$ cat src/rtl/display_scan_controller_pkg.sv
// Shared types and constants for the display scan controller.
// Optional leading-zero blanking is enabled by defining DISPLAY_SCAN_LZB_EN.
package display_pkg;
    localparam int NUM_DIGITS = 6;

    localparam logic [6:0] SEG_BLANK = 7'b0000000;
    localparam logic [6:0] SEG_CODE [0:9] = '{
        7'b1111101, 7'b1100000, 7'b0110111, 7'b1100111, 7'b1101010,
        7'b1001111, 7'b1011111, 7'b1100001, 7'b1111111, 7'b1101011
    };

    typedef enum logic [1:0] {LATCH, SHOW, BLANK} scan_state_t;
    typedef enum logic {PAGE_HMS, PAGE_SMS} page_t;

    typedef struct packed {
        logic [3:0] h1, h0, m1, m0, s1, s0, ms2, ms1, ms0;
    } bcd_time_t;

    // Only the nibbles that the page actually shows can raise an error.
    function automatic logic frame_err(input bcd_time_t t, input page_t p);
        logic shared;
        shared = (t.s1 > 4'd9) | (t.s0 > 4'd9);
        if (p == PAGE_HMS)
            return shared | (t.h1 > 4'd9) | (t.h0 > 4'd9) | (t.m1 > 4'd9) | (t.m0 > 4'd9);
        return shared | (t.ms2 > 4'd9) | (t.ms1 > 4'd9) | (t.ms0 > 4'd9);
    endfunction
endpackage

$ cat src/rtl/display_scan_controller_if.sv
// Time-field inputs and display outputs of the scan controller.
interface display_scan_if;
    logic [3:0] hours1, hours0, minutes1, minutes0, seconds1, seconds0;
    logic [3:0] milliseconds2, milliseconds1, milliseconds0;
    logic       page_sel;
    logic [6:0] seg;
    logic [display_pkg::NUM_DIGITS-1:0] an;
    logic       frame_done;
    logic       bcd_err;

    modport master (
        output hours1, hours0, minutes1, minutes0, seconds1, seconds0,
               milliseconds2, milliseconds1, milliseconds0, page_sel,
        input  seg, an, frame_done, bcd_err
    );
    modport slave (
        input  hours1, hours0, minutes1, minutes0, seconds1, seconds0,
               milliseconds2, milliseconds1, milliseconds0, page_sel,
        output seg, an, frame_done, bcd_err
    );
endinterface

$ cat src/rtl/display_scan_controller_seg_lut.sv
// BCD to 7-segment decoder; non-decimal nibbles decode to all segments off.
module seg_lut
    import display_pkg::*;
(
    input  logic [3:0] bcd,
    output logic [6:0] seg
);
    always_comb begin
        seg = SEG_BLANK;
        if (bcd <= 4'd9) seg = SEG_CODE[bcd];
    end
endmodule

$ cat src/rtl/display_scan_controller.sv
// Frame-snapshotting 6-digit scan controller with two display pages.
// Define DISPLAY_SCAN_LZB_EN to blank a leading zero hours digit on page 0.
module display_scan_controller
    import display_pkg::*;
#(
    parameter int DIV_CYCLES   = 100000,
    parameter int BLANK_CYCLES = 1000
) (
    input  logic          clk,
    input  logic          reset,
    display_scan_if.slave bus
);
    localparam int MAXC = (DIV_CYCLES > BLANK_CYCLES) ? DIV_CYCLES : BLANK_CYCLES;
    localparam int CW   = (MAXC > 1) ? $clog2(MAXC) : 1;
    localparam logic [CW-1:0] DIV_LAST   = CW'(DIV_CYCLES - 1);
    localparam logic [CW-1:0] BLANK_LAST = CW'((BLANK_CYCLES > 0) ? BLANK_CYCLES - 1 : 0);
    localparam logic [2:0]    LAST_SLOT  = 3'(NUM_DIGITS - 1);

    scan_state_t state;
    logic [2:0]  slot;
    logic [CW-1:0] cnt;
    bcd_time_t   snap, live;
    page_t       page, live_page;
    logic        started;
    logic [3:0]  nib;
    logic        blank_dig;
    logic [6:0]  lut_seg;

    assign live = {bus.hours1, bus.hours0, bus.minutes1, bus.minutes0,
                   bus.seconds1, bus.seconds0,
                   bus.milliseconds2, bus.milliseconds1, bus.milliseconds0};
    assign live_page = page_t'(bus.page_sel);

    // Digit selection from the frozen snapshot feeds the single shared decoder.
    always_comb begin
        nib       = 4'd0;
        blank_dig = 1'b0;
        if (page == PAGE_HMS) begin
            case (slot)
                3'd0:    nib = snap.h1;
                3'd1:    nib = snap.h0;
                3'd2:    nib = snap.m1;
                3'd3:    nib = snap.m0;
                3'd4:    nib = snap.s1;
                default: nib = snap.s0;
            endcase
`ifdef DISPLAY_SCAN_LZB_EN
            if (slot == 3'd0 && snap.h1 == 4'd0) blank_dig = 1'b1;
`endif
        end else begin
            case (slot)
                3'd0:    blank_dig = 1'b1;
                3'd1:    nib = snap.s1;
                3'd2:    nib = snap.s0;
                3'd3:    nib = snap.ms2;
                3'd4:    nib = snap.ms1;
                default: nib = snap.ms0;
            endcase
        end
    end

    seg_lut u_lut (.bcd(nib), .seg(lut_seg));

    always_ff @(posedge clk) begin
        if (reset) begin
            state          <= LATCH;
            slot           <= 3'd0;
            cnt            <= '0;
            snap           <= '0;
            page           <= PAGE_HMS;
            started        <= 1'b0;
            bus.seg        <= SEG_BLANK;
            bus.an         <= '0;
            bus.frame_done <= 1'b0;
            bus.bcd_err    <= 1'b0;
        end else begin
            // Outputs follow the state of the cycle just ending.
            bus.an         <= (state == SHOW) ? (NUM_DIGITS'(1) << slot) : '0;
            bus.seg        <= (state == SHOW && !blank_dig) ? lut_seg : SEG_BLANK;
            bus.frame_done <= (state == LATCH) && started;
            case (state)
                LATCH: begin
                    snap        <= live;
                    page        <= live_page;
                    bus.bcd_err <= frame_err(live, live_page);
                    started     <= 1'b1;
                    slot        <= 3'd0;
                    cnt         <= '0;
                    state       <= SHOW;
                end
                SHOW: begin
                    if (cnt == DIV_LAST) begin
                        cnt <= '0;
                        if (BLANK_CYCLES > 0)     state <= BLANK;
                        else if (slot == LAST_SLOT) state <= LATCH;
                        else                      slot  <= slot + 3'd1;
                    end else begin
                        cnt <= cnt + 1'b1;
                    end
                end
                BLANK: begin
                    if (cnt == BLANK_LAST) begin
                        cnt <= '0;
                        if (slot == LAST_SLOT) state <= LATCH;
                        else begin
                            slot  <= slot + 3'd1;
                            state <= SHOW;
                        end
                    end else begin
                        cnt <= cnt + 1'b1;
                    end
                end
                default: state <= LATCH;
            endcase
        end
    end
endmodule

$ cat src/flat_wrapper.sv
// flat-port wrapper written by rule: the top's interface ports become plain ports
module display_scan_controller_flat import display_pkg::*;
#(
    parameter int DIV_CYCLES   = 100000,
    parameter int BLANK_CYCLES = 1000
)
  (clk, reset, bus_hours1, bus_hours0, bus_minutes1, bus_minutes0, bus_seconds1, bus_seconds0, bus_milliseconds2, bus_milliseconds1, bus_milliseconds0, bus_page_sel, bus_seg, bus_an, bus_frame_done, bus_bcd_err);
  display_scan_if bus_i ();
  input  logic clk;
  input  logic reset;
  input wire logic [$bits(bus_i.hours1)-1:0] bus_hours1;
  input wire logic [$bits(bus_i.hours0)-1:0] bus_hours0;
  input wire logic [$bits(bus_i.minutes1)-1:0] bus_minutes1;
  input wire logic [$bits(bus_i.minutes0)-1:0] bus_minutes0;
  input wire logic [$bits(bus_i.seconds1)-1:0] bus_seconds1;
  input wire logic [$bits(bus_i.seconds0)-1:0] bus_seconds0;
  input wire logic [$bits(bus_i.milliseconds2)-1:0] bus_milliseconds2;
  input wire logic [$bits(bus_i.milliseconds1)-1:0] bus_milliseconds1;
  input wire logic [$bits(bus_i.milliseconds0)-1:0] bus_milliseconds0;
  input wire logic [$bits(bus_i.page_sel)-1:0] bus_page_sel;
  output wire logic [$bits(bus_i.seg)-1:0] bus_seg;
  output wire logic [$bits(bus_i.an)-1:0] bus_an;
  output wire logic [$bits(bus_i.frame_done)-1:0] bus_frame_done;
  output wire logic [$bits(bus_i.bcd_err)-1:0] bus_bcd_err;
  assign bus_i.hours1 = bus_hours1;
  assign bus_i.hours0 = bus_hours0;
  assign bus_i.minutes1 = bus_minutes1;
  assign bus_i.minutes0 = bus_minutes0;
  assign bus_i.seconds1 = bus_seconds1;
  assign bus_i.seconds0 = bus_seconds0;
  assign bus_i.milliseconds2 = bus_milliseconds2;
  assign bus_i.milliseconds1 = bus_milliseconds1;
  assign bus_i.milliseconds0 = bus_milliseconds0;
  assign bus_i.page_sel = bus_page_sel;
  assign bus_seg = bus_i.seg;
  assign bus_an = bus_i.an;
  assign bus_frame_done = bus_i.frame_done;
  assign bus_bcd_err = bus_i.bcd_err;
  display_scan_controller #(.DIV_CYCLES(DIV_CYCLES), .BLANK_CYCLES(BLANK_CYCLES)) u_core (.clk(clk), .reset(reset), .bus(bus_i));
endmodule
$ cat config.mk
export PLATFORM = sky130hd
export DESIGN_NAME = display_scan_controller_flat
export DESIGN_NICKNAME = d
export VERILOG_FILES = /design/src/rtl/display_scan_controller_pkg.sv /design/src/rtl/display_scan_controller_if.sv /design/src/rtl/display_scan_controller_seg_lut.sv /design/src/rtl/display_scan_controller.sv /design/src/flat_wrapper.sv
export SDC_FILE = /design/constraint.sdc
export NUM_CORES = 1
export LEC_CHECK = 0
export CORE_MARGIN = 1.5
export CORE_UTILIZATION = 35
export CTS_CLUSTER_DIAMETER = 30
export CTS_CLUSTER_SIZE = 20
export DETAILED_ROUTE_END_ITERATION = 16
export PLACE_DENSITY_LB_ADDON = 0.12
export REMOVE_ABC_BUFFERS = 1
export SYNTH_ARGS = -nofsm -noshare
export SYNTH_HDL_FRONTEND = slang
export SYNTH_SLANG_ARGS = --single-unit
$ cat constraint.sdc
create_clock -name clk -period 3.1 [get_ports clk]
set_input_delay 0.775 -clock clk [delete_from_list [all_inputs] [get_ports clk]]
set_output_delay 0.775 -clock clk [all_outputs]
set_load 0.02 [all_outputs]
==> results_dict.tcl <==
set metrics [dict create \
    fin_skew_ps 10.75 \
    placed_area_sq_um 4292 \
    hold_viol_final 0 \
    cts_setup_buffers 0 \
    insertion_delay_ps 360 \
    fmax_mhz 351.9 \
    layout_min_cycle_time_ps 2842 \
    setup_tns_ps 0 \
    wl_per_cell_um 14.32 \
    die_w_um 104.5 \
    cts_hold_buf 0 \
    cts_buffers 9 \
    worst_setup_path_start_kind "flip-flop" \
    worst_slew_pin_slew_ps 949.6 \
    die_h_um 104.5 \
    p_sw_frac 0.2869 \
    arrival_ps 3120 \
    maxCapViolCount 0 \
    yosys_register_bits 75 \
    layout.nets 515 \
    yosysMostFrequentCell "dfxtp_1" \
    wl_um 8566 \
    ys_seq_area_frac 0.4162 \
    clockBufferDepth 2 \
    status "complete, no violations" \
    grt_antenna_before_repair 0 \
    ioPinCount 54 \
    hold_class "reg2reg" \
    worst_slack_ps 258.0 \
    diodes 0 \
    slowest_stage "dfxtp_1" \
    maxSlewViolCount 0 \
    die_area_sq_um 10920 \
    tritoncts "built" \
    synth_area_leader_cell "dfxtp_1" \
    grt_use_total 0.1662 \
    p_clk_frac 0.321 \
    synth_area_sq_um 3607 \
    cp_cell_sequence "inv_1 -> ha_1 -> o21ba_2 -> or3_1 -> o211ai_1 -> o21ai_0 -> o22ai_1 -> buf_4 -> ha_1 -> inv_1 -> nand2_1 -> nand3b_1 -> o32ai_1" \
    areaGrowthSynthToFinish_pct 23.66 \
    cts-htree-levels 3 \
    gp_congestion 0.7784 \
    grt_pass1_wl_um 14480 \
    cp_num_buf_inv 3 \
    clk_pin_slew_worst_paths_ps 80 \
    drc 0 \
    power_density_nw_per_um2 466.5 \
    leakage_nw 1.762 \
    yosysTopAreaCellShare 0.4162 \
    worstSetupEndpointType "flip-flop" \
    yosysUniqueCellTypes 56 \
    drive_above_1_share 0.08602 \
    clock_sinks 75 \
    criticalPathCategory "reg2reg" \
    synth_edf_count 0 \
    first_pass_iters 5 \
    first_global_vias 2877 \
    overflow 0 \
    initial_core_util 0.3657 \
    p_comb_frac 0.167 \
    cts-resized-gates 0 \
    dp_hpwl_um 6070 \
    ctsRootBufferMaster "clkbuf_8" \
    core_sq_um 9864 \
    drtAntennaViolNets 0 \
    p_int_mw 1.484 \
    ys_top_cells_by_area "dfxtp_1, mux2i_1, nor2_1, ha_1, o21ai_0" \
    fillCellCount 959 \
    yosys_warnings 0 \
    drt-initial-drc-count 163 \
    p_seq_frac 0.511 \
    fin_crit_sh 0.9168 \
    p_sw_uw 596.9 \
    ys_top_cells_by_count "dfxtp_1, nor2_1, mux2i_1, nand2_1, o21ai_0" \
    required_ps 3370 \
    critPathMaxFanout 7 \
    via_count 3093 \
    cp_top_family "compound AO/OA/AOI/OAI gates" \
    port_buffers 53 \
    finalInstanceArea_sq_um 4461 \
    grt_max_degree 47 \
    setup-violations-final 0 \
    fin_cells 598 \
    synthCells 407 \
    synth-async-reset-ratio 0 \
    synthFlopType "dfxtp_1" \
    relSlewSlack 0.3635 \
    dp_cells 582 \
    whs_ps 440.8 \
    irDropWorstVdd_v 0.0001941 \
    cpPeakStageDelay_ps 430 \
    rsz0062_at_grt "no" \
    pre_cts_ws_ps 280.9 \
    via_per_inst 5.172 \
    rows 36 \
    synth_area_per_cell_sq_um 8.863 \
]
## area by class of cell
class                      instances  area (sq um)  area share
sequential                        75          1501      0.3366
clock buffer                       9         123.9     0.02777
timing repair buffer              65         615.6      0.1380
clock inverter                     7         45.04     0.01010
tap                              133         166.4     0.03731
multi-input combinational        296          1959      0.4393
inverter                          13         48.80     0.01094
## power by group through the flow
stage | clock network [mW] | logic, mW | registers (mW)
6_report | 0.669 | 0.348 | 1.06
5_1_grt | 0.729 | 0.384 | 1.07
4_1_cts | 0.686 | 0.350 | 1.06
3_5_place_dp | 0 | 0.349 | 1.08
3_3_place_gp | 0 | 0.348 | 1.09
2_1_floorplan | 0 | 0.209 | 1.08
## registers in the layout, indices dropped and copies added, names as in the netlist
signal,flops
u_core.snap,36
u_core.cnt,17
u_core.bus.seg,7
u_core.bus.an,6
u_core.slot,3
u_core.state,2
u_core.bus.bcd_err,1
u_core.bus.frame_done,1
u_core.page,1
u_core.started,1
## routing by layer
metal / up-vias / wire length (um) / part of all wire / GRT usage
li1: 1581 / - / - / -
met1: 1425 / 4320 / 0.50 / 0.2236
met2: 73 / 3707 / 0.43 / 0.2566
met3: 14 / 380 / 0.044 / 0.03697
met4: 0 / 157 / 0.018 / 0.06647
met5: - / 0 / 0 / 0
## worst reg2reg max path: cells and delay by family (launching register included)
family | cells | cell delay (ps)
adder cells (fa/ha/maj) | 2 | 370
flip-flops | 1 | 430
buffers and inverters | 3 | 330
AND/OR/NAND/NOR | 3 | 690
AO/OA/AOI/OAI | 5 | 930
## placed cells by master (no fill, tap or decap), types with 2 or more instances in the layout
master	netlist	routed
ha_1	16	15
mux2i_1	40	40
and3_1	3	3
or4bb_1	2	2
xor2_1	3	3
a31oi_1	8	8
or3_1	5	5
nor4_1	6	6
xnor2_1	2	2
nor3_1	7	7
nand2_1	24	24
buf_4	1	12
inv_1	13	13
clkdlybuf4s50_1	0	52
dfxtp_1	75	75
o21ai_0	23	22
a21oi_1	22	22
clkbuf_8	0	9
nor2_1	59	59
nor3_2	2	2
a22oi_1	3	3
nand2b_1	9	9
o21ai_1	6	7
a222oi_1	4	4
a211oi_1	3	3
clkinvlp_4	0	4
a32oi_1	3	3
nand3_1	11	11
and2_1	2	2
o32ai_1	2	2
clkinv_2	0	3
nand4_1	6	6
o2111ai_1	2	2
## path summary, 6_finish.rpt
check	startpoint	end	slack, ps	cells after the start
worst min-delay path	u_core.started$_SDFFE_PP0N_	u_core.bus.frame_done$_SDFF_PP0_	440	2
worst min register to register	u_core.started$_SDFFE_PP0N_	u_core.bus.frame_done$_SDFF_PP0_	440	2
worst max-delay path	u_core.slot[0]$_SDFFE_PP0P_	u_core.bus.seg[2]$_SDFF_PP0_	260	13
worst max register to register	u_core.slot[0]$_SDFFE_PP0P_	u_core.bus.seg[2]$_SDFF_PP0_	260	13
## per-stage QoR
stage | total power, mW | util
2_1_floorplan | 1.293 | -
3_3_place_gp | 1.434 | 0.4351
3_5_place_dp | 1.434 | 0.4351
4_1_cts | 2.099 | 0.4522
5_1_grt | 2.185 | 0.4522
6_report | 2.081 | 0.4522
## cells by family after synthesis
| family | count (synthesis) | synth area share |
|---|---|---|
| flops | 75 | 0.4162 |
| buf+inv | 36 | 0.04128 |
| fa+ha+maj | 16 | 0.05550 |
| mux | 40 | 0.1110 |
| xor+xnor | 5 | 0.01214 |
| simple gates | 145 | 0.1981 |
| compound gates | 90 | 0.1658 |
No activity file was read; power rests on OpenSTA's default activity.
